**config.mk**
```make
export PLATFORM = sky130hd
export DESIGN_NAME = fixed_point_divider_flat
export DESIGN_NICKNAME = d
export VERILOG_FILES = /design/src/rtl/fixed_point_pkg.sv /design/src/rtl/fixed_point_divider_if.sv /design/src/rtl/fixed_point_saturate.sv /design/src/rtl/fixed_point_divider.sv /design/src/flat_wrapper.sv
export SDC_FILE = /design/constraint.sdc
export NUM_CORES = 1
export LEC_CHECK = 0
export CAP_MARGIN = 20
export CORE_ASPECT_RATIO = 0.7
export CORE_MARGIN = 8
export CORE_UTILIZATION = 53
export DETAILED_ROUTE_END_ITERATION = 10
export GPL_TIMING_DRIVEN = 0
export PLACE_DENSITY = 0.77
export SLEW_MARGIN = 20
export SYNTH_ARGS = -nofsm -noshare
export SYNTH_HDL_FRONTEND = slang
export SYNTH_SLANG_ARGS = --single-unit
```
**constraint.sdc**
```tcl
create_clock -name clk -period 3.5 [get_ports clk]
set_input_delay 1.05 -clock clk [delete_from_list [all_inputs] [get_ports clk]]
set_output_delay 1.05 -clock clk [all_outputs]
set_load 0.1 [all_outputs]
```
**src/rtl/fixed_point_pkg.sv**
```systemverilog
// Shared fixed-point definitions for the MLP datapath (divider and multiplier).
// Word format is Q(BITS-FRAC_BITS).FRAC_BITS, two's complement.
package fixed_point_pkg;

  localparam int unsigned BITS      = 16;
  localparam int unsigned FRAC_BITS = 11;

  typedef logic signed [BITS-1:0] fixed_t;

  localparam fixed_t QMAX = {1'b0, {(BITS-1){1'b1}}};
  localparam fixed_t QMIN = {1'b1, {(BITS-1){1'b0}}};

  typedef enum logic [1:0] {
    IDLE = 2'd0,
    CALC = 2'd1,
    DONE = 2'd2
  } state_e;

endpackage

```
**src/rtl/fixed_point_divider_if.sv**
```systemverilog
// Operand/result handshake bundle of the fixed-point divider.
// master drives operands and out_ready; slave is the divider.
interface fixed_point_divider_if;
  import fixed_point_pkg::*;

  logic   in_valid;
  logic   in_ready;
  fixed_t Dividend;
  fixed_t Divisor;
  logic   out_valid;
  logic   out_ready;
  fixed_t Quotient;
  logic   div_by_zero;
  logic   overflow;

  modport master (
    output in_valid, Dividend, Divisor, out_ready,
    input  in_ready, out_valid, Quotient, div_by_zero, overflow
  );

  modport slave (
    input  in_valid, Dividend, Divisor, out_ready,
    output in_ready, out_valid, Quotient, div_by_zero, overflow
  );

endinterface

```
**src/rtl/fixed_point_saturate.sv**
```systemverilog
// Applies a sign to an unsigned magnitude and clamps it into fixed_t range.
// Negative results may reach 2^(BITS-1) in magnitude; positive ones only QMAX.
module fixed_point_saturate
  import fixed_point_pkg::*;
#(
  parameter int unsigned MagW = BITS + FRAC_BITS
) (
  input  logic [MagW-1:0] mag,
  input  logic            neg,
  output fixed_t          value,
  output logic            overflow
);

  localparam logic [MagW-1:0] PosLim = {{(MagW-BITS+1){1'b0}}, {(BITS-1){1'b1}}};
  localparam logic [MagW-1:0] NegLim = {{(MagW-BITS){1'b0}}, 1'b1, {(BITS-1){1'b0}}};

  logic [BITS-1:0] low;

  always_comb begin
    low      = mag[BITS-1:0];
    overflow = 1'b0;
    value    = neg ? fixed_t'(~low + 1'b1) : fixed_t'(low);
    if (neg && (mag > NegLim)) begin
      value    = QMIN;
      overflow = 1'b1;
    end else if (!neg && (mag > PosLim)) begin
      value    = QMAX;
      overflow = 1'b1;
    end
  end

endmodule

```
**src/rtl/fixed_point_divider.sv**
```systemverilog
// Sequential signed fixed-point divider: Quotient = (Dividend <<< FRAC_BITS) / Divisor,
// restoring shift-subtract on magnitudes, one quotient bit per cycle, MSB first.
module fixed_point_divider
  import fixed_point_pkg::*;
(
  input logic                  clk,
  input logic                  rst_n,
  fixed_point_divider_if.slave bus
);

  localparam int unsigned MagW = BITS + 1;
  localparam int unsigned NumW = BITS + FRAC_BITS;
  localparam int unsigned CntW = $clog2(NumW + 1);

  state_e          state_q, state_d;
  logic [MagW-1:0] dvs_q, rem_q;
  logic [NumW-1:0] num_q, quo_q;
  logic [CntW-1:0] cnt_q;
  logic            sign_q;
  fixed_t          quotient_q;
  logic            dbz_q, ovf_q;

  logic [MagW-1:0] a_ext, b_ext, a_mag, b_mag;
  logic [MagW-1:0] rem_shift, rem_next;
  logic [NumW-1:0] quo_next;
  logic            ge, last;
  fixed_t          sat_value;
  logic            sat_ovf;

  // Magnitudes are one bit wider than the word so that QMIN is exact.
  always_comb begin
    a_ext     = {bus.Dividend[BITS-1], bus.Dividend};
    b_ext     = {bus.Divisor[BITS-1], bus.Divisor};
    a_mag     = a_ext[MagW-1] ? (~a_ext + 1'b1) : a_ext;
    b_mag     = b_ext[MagW-1] ? (~b_ext + 1'b1) : b_ext;
    rem_shift = {rem_q[MagW-2:0], num_q[NumW-1]};
    ge        = (rem_shift >= dvs_q);
    rem_next  = ge ? (rem_shift - dvs_q) : rem_shift;
    quo_next  = {quo_q[NumW-2:0], ge};
    last      = (cnt_q == CntW'(1));
  end

  // The final quotient bit is folded in combinationally so DONE is entered on the last CALC edge.
  fixed_point_saturate #(
    .MagW(NumW)
  ) u_saturate (
    .mag     (quo_next),
    .neg     (sign_q),
    .value   (sat_value),
    .overflow(sat_ovf)
  );

  always_comb begin
    state_d = state_q;
    unique case (state_q)
      IDLE:    if (bus.in_valid) state_d = (bus.Divisor == '0) ? DONE : CALC;
      CALC:    if (last) state_d = DONE;
      DONE:    if (bus.out_ready) state_d = IDLE;
      default: state_d = IDLE;
    endcase
  end

  always_ff @(posedge clk or negedge rst_n) begin
    if (!rst_n) begin
      state_q    <= IDLE;
      dvs_q      <= '0;
      rem_q      <= '0;
      num_q      <= '0;
      quo_q      <= '0;
      cnt_q      <= '0;
      sign_q     <= 1'b0;
      quotient_q <= '0;
      dbz_q      <= 1'b0;
      ovf_q      <= 1'b0;
    end else begin
      state_q <= state_d;
      if (state_q == IDLE && bus.in_valid) begin
        sign_q <= bus.Dividend[BITS-1] ^ bus.Divisor[BITS-1];
        dvs_q  <= b_mag;
        rem_q  <= '0;
        num_q  <= NumW'(a_mag) << FRAC_BITS;
        quo_q  <= '0;
        cnt_q  <= CntW'(NumW);
        dbz_q  <= 1'b0;
        ovf_q  <= 1'b0;
        if (bus.Divisor == '0) begin
          dbz_q      <= 1'b1;
          quotient_q <= bus.Dividend[BITS-1] ? QMIN : QMAX;
        end
      end else if (state_q == CALC) begin
        rem_q <= rem_next;
        num_q <= num_q << 1;
        quo_q <= quo_next;
        cnt_q <= cnt_q - 1'b1;
        if (last) begin
          quotient_q <= sat_value;
          ovf_q      <= sat_ovf;
        end
      end
    end
  end

  assign bus.in_ready    = (state_q == IDLE);
  assign bus.out_valid   = (state_q == DONE);
  assign bus.Quotient    = quotient_q;
  assign bus.div_by_zero = dbz_q;
  assign bus.overflow    = ovf_q;

endmodule

```
**src/flat_wrapper.sv**
```systemverilog
// flat-port wrapper written by rule: the top's interface ports become plain ports
module fixed_point_divider_flat import fixed_point_pkg::*;
  (clk, rst_n, bus_in_valid, bus_Dividend, bus_Divisor, bus_out_ready, bus_in_ready, bus_out_valid, bus_Quotient, bus_div_by_zero, bus_overflow);
  fixed_point_divider_if bus_i ();
  input logic clk;
  input logic rst_n;
  input wire logic [$bits(bus_i.in_valid)-1:0] bus_in_valid;
  input wire logic [$bits(bus_i.Dividend)-1:0] bus_Dividend;
  input wire logic [$bits(bus_i.Divisor)-1:0] bus_Divisor;
  input wire logic [$bits(bus_i.out_ready)-1:0] bus_out_ready;
  output wire logic [$bits(bus_i.in_ready)-1:0] bus_in_ready;
  output wire logic [$bits(bus_i.out_valid)-1:0] bus_out_valid;
  output wire logic [$bits(bus_i.Quotient)-1:0] bus_Quotient;
  output wire logic [$bits(bus_i.div_by_zero)-1:0] bus_div_by_zero;
  output wire logic [$bits(bus_i.overflow)-1:0] bus_overflow;
  assign bus_i.in_valid = bus_in_valid;
  assign bus_i.Dividend = bus_Dividend;
  assign bus_i.Divisor = bus_Divisor;
  assign bus_i.out_ready = bus_out_ready;
  assign bus_in_ready = bus_i.in_ready;
  assign bus_out_valid = bus_i.out_valid;
  assign bus_Quotient = bus_i.Quotient;
  assign bus_div_by_zero = bus_i.div_by_zero;
  assign bus_overflow = bus_i.overflow;
  fixed_point_divider u_core (.clk(clk), .rst_n(rst_n), .bus(bus_i));
endmodule
```
==> results.cfg, run 1 <==
[detailed_routing]
vias_per_cell = 6.19
routed_wl_um = 17900
drt-initial-drc-count = 673
drt_first_pass_iters = 5
ant_nets = 0
drc = 0
wl_per_cell_um = 19.0
num_vias = 5831

[cts]
clk_latency_ns = 0.35
cts_tree = done
clk_pin_slew_ns = 0.08
h-tree-depth = 3
cts.sinks = 101
cts-root-buf = clkbuf_16
cts_buffers = 9
cts_buffer_depth = 2
ctsHoldBuffers = 0

[timing]
post-route-period-util = 0.965
final.min_clock_period_ns = 3.38
fin_worst_skew_ns = 0.00891
fin_setup_tns_ns = 0
setup_slack_ns = 0.123
fin_hold_ws_ns = 0.492
hold_viol_final = 0
relSlewSlack = 0.331
slew_viol_final = 0
finalSetupViolCount = 0
fmax_mhz = 296
tightest_slew_ns = 1.00

[power_and_ir_drop]
p_per_area_nw_per_um2 = 1150
p_leak_nw = 3.13
ir_drop_uv = 503

[finish]
diodes = 0
final_util = 0.674
nFillCells = 924
multi_input_area_um2 = 3390
area_delta_synth_final_pct = 23.2
nets = 844
drive_gt1_frac = 0.103
seqCellArea_um2 = 2530

[synthesis]
ys_ff_latch = 101
yosys_warnings = 0
ys.flop_type = dfrtp_1
syn_area_per_cell_um2 = 8.60
ys_seq_area_frac = 0.418
syn_area_um2 = 6040
synth_cell_types = 58
syn_inst = 703
synth_edf_count = 0
async_flop_share = 1.00
synthesis.nets = 763

[critical_path]
worstRegToRegCells = 15
start_kind = flop
crit_chain = inv_1, ha_2, o21ai_2, nor2_2, o31a_1, a21oi_4, nor2_1, buf_4, ha_1, nand4b_1, nor4_2, o21ai_1, o21a_4, and4_1, nor3_1
crit_fanout = 10
reg2reg_to = u_core.bus.Quotient[11]
cpMaxStageDelayCell = dfrtp_1
regToRegSetupSlack_ns = 0.12
crit_type = flop to flop
crit_arrival_ns = 3.65
r2r_start = u_core.dvs_q[7]
slowest_delay_ns = 0.38
worstSetupEndpointType = flop
crit_required_ns = 3.78

[floorplanning]
ios = 56
start_util = 0.547
fp.dieH_um = 105
core_um2 = 11100
dieWidth_um = 144
num_rows = 32
fp.dieArea_um2 = 15100

[hold_path]
whs_path_depth = 2
holdPathEnd = u_core.dvs_q[14]
hold_class = flop to flop
min-delay-start = u_core.dvs_q[14]

[global_route]
grt_pass1_vias = 5574
grt_usage = 0.238
grt_antenna_before_repair = 0
grt_max_degree = 56
grt_pass1_wl_um = 28800
grt_overflow_total = 0

[placement]
place.gp.congestion = 0.902
dp_hpwl_um = 13000
port_buffers = 55
pre_cts_ws_ns = -0.888

[job]
maxCapViolations = 0

[outcome]
status = finished clean
registers in the layout, indices dropped and copies added, names as in the netlist:
register                count
u_core.dvs_q               17
u_core.num_q               16
u_core.sign_q               1
u_core.bus.Quotient        16
u_core.bus.overflow         1
u_core.rem_q               16
u_core.quo_q               26
u_core.bus.div_by_zero      1
u_core.cnt_q                5
u_core.state_q              2
layout by cell type (no fill, tap or decap), types with 9 or more instances in the layout:
master	n
clkdlybuf4s50_1	54
clkbuf_16	9
nor2_1	28
a21oi_1	31
nor3_1	11
xnor2_1	23
inv_1	35
dfrtp_1	101
nand3_1	28
a21o_1	10
ha_1	15
nand2_1	101
o21ai_0	85
o31ai_1	15
buf_4	16
a31oi_1	20
clkbuf_1	35
xor2_1	23
logic make-up (layout without fill, tap and decap cells):
| group | after synthesis | in the layout | synth area share |
|---|---|---|---|
| compound gates | 212 | 212 | 0.215 |
| xor+xnor | 46 | 46 | 0.0667 |
| fa+ha+maj | 24 | 24 | 0.0509 |
| buf+inv | 81 | 167 | 0.0522 |
| flops | 101 | 101 | 0.418 |
| mux | 7 | 7 | 0.0116 |
| simple gates | 232 | 232 | 0.185 |
worst max-delay path by stage:
| stage | start | end | slack, ns | cells past startpoint |
|---|---|---|---|---|
| floorplan | u_core.rem_q[5] | u_core.bus.Quotient[0] | 0.05 | 16 |
| global placement | rst_n | u_core.bus.Quotient[5] | -2.29 | 1 |
| detailed placement | u_core.rem_q[5] | u_core.bus.Quotient[14] | -0.89 | 16 |
| CTS | bus_Divisor[0] | u_core.bus.Quotient[7] | 0.002 | 10 |
| global route | u_core.dvs_q[7] | u_core.bus.Quotient[12] | -0.07 | 17 |
| finish | u_core.dvs_q[7] | u_core.bus.Quotient[11] | 0.12 | 15 |
metal layers:
| metal | GRT usage | share of wire |
|---|---|---|
| met5 | 0 | 0 |
| met4 | 0.0539 | 0.012 |
| met3 | 0.0446 | 0.088 |
| met2 | 0.359 | 0.46 |
| met1 | 0.346 | 0.44 |
critical path, delay by kind of cell, from the launching register on:
family,cells,cell delay [ns]
adders and majority gates,2,0.49
DFF,1,0.38
and+or+nand+nor,6,1.01
buffers and inverters,2,0.27
AOI/OAI and AO/OA,5,1.15
stage by stage:
stage / std cells / cell area, um2 / total power [mW]
global route: 942 / 7450 / 9.11
detailed placement: 912 / 6830 / 6.79
floorplan: 703 / 6050 / 5.53
global placement: 911 / 6800 / 6.64
finish: 942 / 7450 / 8.55
CTS: 932 / 7240 / 8.07
repair_timing:
action	4_1_cts	5_1_grt
buffers inserted	4	10
setup endpoints to repair	18	17
pin swaps	6	12
gates resized for setup	21	27
gates cloned	0	0
cell type report:
type	instances	share of cell area
timing repair buffer	70	0.0924
multi-input combinational	521	0.455
tap	153	0.0257
sequential	101	0.339
inverter	38	0.0192
buffer	43	0.0259
clock inverter	6	0.0106
clock buffer	10	0.0321
power breakdown:
part / internal [mW] / switching (mW) / leakage [nW] / total, mW
combinational: 2.02 / 3.31 / 1.71 / 5.33
clock: 0.590 / 0.495 / 0.151 / 1.08
sequential: 1.71 / 0.420 / 1.27 / 2.13
synthesized netlist by cell type, types with 3 or more instances:
master      n  area, um2
dfrtp_1   101       2530
or4_1       6       45.0
xnor2_1    23        201
a21oi_1    32        160
mux2i_1     7       70.1
or3_1       5       31.3
nor2b_1     6       37.5
buf_2       3       15.0
or3b_2      3       26.3
or2_2       3       18.8
a211oi_1    4       30.0
nand3_1    28        140
nand4_1     6       37.5
nand2_1   103        387
o22ai_1     4       25.0
o211ai_1    7       52.6
xor2_1     23        201
nor3_1     11       55.1
o21ai_0    89        445
o21a_1      7       52.6
and3_1      5       31.3
and4_1      4       35.0
o31ai_1    15        113
o221ai_1    3       26.3
clkbuf_1   36        135
o41ai_1     4       35.0
a21o_1     10       75.1
inv_1      38        143
nor2_1     30        113
ha_1       23        288
nor4_1      9       56.3
a31oi_1    20        125
nand2b_1    3       18.8
Power figures use the tool's default switching activity.
==> run 2, diff against run 1 <==
--- a/config.mk
+++ b/config.mk
@@ -9,9 +9,10 @@
 export CORE_ASPECT_RATIO = 0.7
 export CORE_MARGIN = 8
 export CORE_UTILIZATION = 53
+export CTS_BUF_LIST = sky130_fd_sc_hd__clkbuf_8 sky130_fd_sc_hd__clkbuf_16
 export DETAILED_ROUTE_END_ITERATION = 10
 export GPL_TIMING_DRIVEN = 0
-export PLACE_DENSITY = 0.77
+export PLACE_DENSITY = 0.75
 export SLEW_MARGIN = 20
 export SYNTH_ARGS = -nofsm -noshare
 export SYNTH_HDL_FRONTEND = slang
==> run 2 against run 1 <==
First-iteration DRC count fell by 11%; utilization shrank 0.23 points; via count is 1.7% lower; cell area is 0.34% lower; critical path type is now input pin to flop.
==> results.cfg, run 2 (synthesis results as in run 1) <==
[outcome]
status = finished clean

[global_route]
grt_usage = 0.243
grt_overflow_total = 0
grt_antenna_before_repair = 0
grt_max_degree = 57
grt_pass1_vias = 5566
grt_pass1_wl_um = 29400

[timing]
post-route-period-util = 0.974
slew_viol_final = 0
relSlewSlack = 0.340
setup_slack_ns = 0.0914
tightest_slew_ns = 0.987
fin_hold_ws_ns = 0.485
fin_setup_tns_ns = 0
fmax_mhz = 293
fin_worst_skew_ns = 0.00886
finalSetupViolCount = 0
hold_viol_final = 0
final.min_clock_period_ns = 3.41

[finish]
drive_gt1_frac = 0.0976
area_delta_synth_final_pct = 22.8
layout_common_cells = nand2_1, dfrtp_1, o21ai_0, clkdlybuf4s50_1, inv_1
top_register = u_core.quo_q
largest_register_ffs = 26
diodes = 0
nets = 844
reg_top3 = u_core.quo_q x26, u_core.dvs_q x17

[critical_path]
slowest_delay_ns = 0.55
crit_fanout = 10
critPathTopFamily = simple AND/OR/NAND/NOR gates
crit_arrival_ns = 3.64
worstSetupEndpointType = flop
cpMaxStageDelayCell = or4_4
crit_type = input pin to flop
start_kind = input pin
crit_required_ns = 3.73
crit_chain = clkdlybuf4s50_1, inv_1, ha_1, or3b_2, or4_4, o21ai_4, o21a_1, o21a_2, buf_4, a31oi_1
cp.buffers_inverters = 3

[placement]
port_buffers = 55
pre_cts_ws_ns = -0.846
place.gp.congestion = 0.938
dp_hpwl_um = 13100

[cts]
cts_buffer_depth = 2
cts.sinks = 101
cts_tree = done
cts_buffers = 9
clk_pin_slew_ns = 0.07
h-tree-depth = 3
clk_latency_ns = 0.35
cts-root-buf = clkbuf_16

[detailed_routing]
drt_first_pass_iters = 5
routed_wl_um = 18000
drc = 0
ant_nets = 0
drt-initial-drc-count = 596
wl_per_cell_um = 19.2
num_vias = 5729
vias_per_cell = 6.08

[floorplanning]
fp.dieArea_um2 = 15100
num_rows = 32
ios = 56
start_util = 0.547
core_um2 = 11100
dieWidth_um = 144
fp.dieH_um = 105

[power_and_ir_drop]
finalPower_mw = 8.43
p_per_area_nw_per_um2 = 1140
p_leak_nw = 3.13
ir_drop_uv = 738

[hold_path]
hold_class = flop to flop

[job]
maxCapViolations = 0
-- run 2: timing repair --
action / 4_1_cts / 5_1_grt
endpoints found under the setup margin: 18 / 17
buffers inserted: 2 / 12
hold buffers: 0 / 0
resized for setup: 18 / 24
pin swaps: 3 / 15
-- run 2: power breakdown --
part,switching [mW],internal [mW],leakage [nW]
Combinational,3.29,1.93,1.71
Sequential,0.417,1.71,1.27
Clock,0.497,0.574,0.152
Total,4.21,4.22,3.13
-- run 2: final timing paths --
kind	from	to	slack, ns	depth (start not counted)
worst max-delay path	bus_Divisor[1]	u_core.bus.Quotient[7]	0.09	10
worst min-delay path	u_core.dvs_q[9]	u_core.dvs_q[9]	0.48	2
worst max register to register	u_core.dvs_q[6]	u_core.bus.Quotient[7]	0.13	17
worst min register to register	u_core.dvs_q[9]	u_core.dvs_q[9]	0.48	2
max in group asynchronous	rst_n	u_core.bus.Quotient[5]	2.26	2
min in group asynchronous	rst_n	u_core.num_q[11]	0.61	1
-- run 2: cell type report --
cell class	count	area, um2
flip-flops and latches	101	2530
inverters	38	143
clock buffers	9	225
clock inverters	7	88.8
well taps	153	191
fillers	922	3630
plain buffers	43	196
repair buffers	70	684
multi-input cells	521	3360
-- run 2: stage by stage --
step	utilization	cell area, um2	instances
2_1_floorplan	-	6050	703
3_3_place_gp	0.615	6800	911
3_5_place_dp	0.618	6830	912
4_1_cts	0.653	7220	930
5_1_grt	0.672	7420	942
6_report	0.672	7420	942
-- run 2: per-layer routing --
layer  up-vias  track usage  share of wire
met1      2789        0.354           0.47
met4         0       0.0441         0.0088
met2       260        0.364           0.44
li1       2663            -              -
met3        17       0.0545          0.082
met5         -            0              0
-- run 2: worst register-to-register path: cells and delay by family (launching register included) --
| family | cells | cell delay (ns) |
|---|---|---|
| buffers and inverters | 4 | 0.45 |
| adder cells (fa/ha/maj) | 2 | 0.40 |
| AO/OA/AOI/OAI | 7 | 1.40 |
| flip-flops | 1 | 0.40 |
| AND/OR/NAND/NOR | 4 | 0.64 |
==> run 3, diff against run 2 <==
--- a/config.mk
+++ b/config.mk
@@ -5,7 +5,7 @@
 export SDC_FILE = /design/constraint.sdc
 export NUM_CORES = 1
 export LEC_CHECK = 0
-export CAP_MARGIN = 20
+export CAP_MARGIN = 40
 export CORE_ASPECT_RATIO = 0.7
 export CORE_MARGIN = 8
 export CORE_UTILIZATION = 53
==> run 3 against run 2 <==
The flow now finishes with violations (setup timing); combinational power up 5.4%; worst setup slack got worse by 0.12 ns; clock-buffer cell count did not move; non-clock buffer count increased by 18; total power is 3.2% higher; sequential share of layout area decreased by 1.4 points; via count rose by 2.7%; register-to-register slack got worse by 0.09 ns; final cell count is 1.9% higher; routed wire length rose by 2.4%; critical path depth unchanged; highest routed layer unchanged.
==> results.cfg, run 3 (synthesis results as in run 1) <==
[hold_path]
hold_class = flop to flop

[detailed_routing]
drc = 0
vias_per_cell = 6.13
drt-initial-drc-count = 588
drt_first_pass_iters = 6
routed_wl_um = 18500
wl_per_cell_um = 19.3
ant_nets = 0
num_vias = 5885

[timing]
fin_worst_skew_ns = 0.0150
tightest_slew_ns = 0.767
slew_viol_final = 0
hold_viol_final = 0
finalSetupViolCount = 1
fin_hold_ws_ns = 0.491
fmax_mhz = 284
relSlewSlack = 0.482
post-route-period-util = 1.01
final.min_clock_period_ns = 3.53
setup_slack_ns = -0.0255

[cts]
ctsHoldBuffers = 0
clk_pin_slew_ns = 0.08
h-tree-depth = 3
cts_buffer_depth = 2
clk_latency_ns = 0.36
cts.sinks = 101
cts_buffers = 9
cts-root-buf = clkbuf_16
cts_tree = done

[global_route]
grt_usage = 0.248
grt_pass1_vias = 5738
grt_overflow_total = 0
grt_max_degree = 57
grt_antenna_before_repair = 0
grt_pass1_wl_um = 29800

[outcome]
failed_checks = setup timing
status = finished with violations

[finish]
area_delta_synth_final_pct = 28.0
nFillCells = 865
top_register = u_core.quo_q
drive_gt1_frac = 0.115
reg_top3 = u_core.quo_q x26, u_core.dvs_q x17
layout_common_cells = nand2_1, dfrtp_1, o21ai_0, clkdlybuf4s50_1, inv_1
final_util = 0.700
diodes = 0
largest_register_ffs = 26
nets = 862
fin_cells = 960

[power_and_ir_drop]
ir_drop_uv = 574
finalPower_mw = 8.70
p_per_area_nw_per_um2 = 1120
p_leak_nw = 3.30

[critical_path]
start_kind = input pin
crit_fanout = 4
worstSetupEndpointType = flop
crit_required_ns = 3.73
crit_type = input pin to flop
crit_arrival_ns = 3.76

[placement]
dp_hpwl_um = 13400
port_buffers = 55
dp_cells = 932
place.gp.congestion = 0.938
pre_cts_ws_ns = -0.978

[floorplanning]
start_util = 0.547
ios = 56
fp.dieH_um = 105
fp.dieArea_um2 = 15100
dieWidth_um = 144
num_rows = 32
core_um2 = 11100

[job]
maxCapViolations = 0
## run 3: final timing paths
check | from | endpoint | slack, ns | depth (start not counted)
worst min-delay path | u_core.dvs_q[7] | u_core.dvs_q[7] | 0.49 | 2
max in group asynchronous | rst_n | u_core.bus.overflow | 2.26 | 2
worst max-delay path | bus_Divisor[1] | u_core.bus.Quotient[13] | -0.03 | 10
worst min register to register | u_core.dvs_q[7] | u_core.dvs_q[7] | 0.49 | 2
min in group asynchronous | rst_n | u_core.num_q[12] | 0.61 | 1
worst max register to register | u_core.rem_q[5] | u_core.bus.Quotient[13] | 0.04 | 14
## run 3: routing by layer
layer	share of wire	GRT usage	up-vias	wire length, um
li1	-	-	2690	-
met1	0.44	0.355	2870	8220
met2	0.45	0.378	292	8310
met3	0.091	0.0527	33	1680
met4	0.014	0.0546	0	265
met5	0	0	-	0
## run 3: where the power goes
group / leakage, nW / switching, mW / internal, mW / total [mW]
registers: 1.27 / 0.413 / 1.71 / 2.13
clock network: 0.155 / 0.541 / 0.523 / 1.06
logic: 1.88 / 3.35 / 2.16 / 5.51
## run 3: timing repair
| action | CTS | global route |
|---|---|---|
| pin swaps | 4 | 13 |
| endpoints found under the setup margin | 18 | 17 |
| resized for setup | 23 | 20 |
| buffers inserted | 4 | 8 |
## run 3: worst max-delay path, stage by stage
cell and delay, ns:
clkdlybuf4s50_1 0.47, inv_1 0.09, ha_1 0.14, or3b_2 0.51, or4_4 0.54, o21ai_4 0.20
o21a_1 0.18, o21ai_0 0.18, a211oi_1 0.29, nor3_1 0.11
## run 3: through the flow
step	TNS, ns	instance area [um2]
final	-0.0255	7730
after global placement	-244.58	6800
after CTS	0	7590
after global routing	-0.197	7730
after floorplan	0	6050
after detailed placement	-13.59	7160
## run 3: layout make-up
type	count	area (um2)	area share
clock buffer	9	225	0.0291
inverter	38	143	0.0184
timing repair buffer	88	1010	0.130
buffer	43	200	0.0259
clock inverter	7	91.3	0.0118
sequential	101	2530	0.327
tap	153	191	0.0248
multi-input combinational	521	3350	0.433
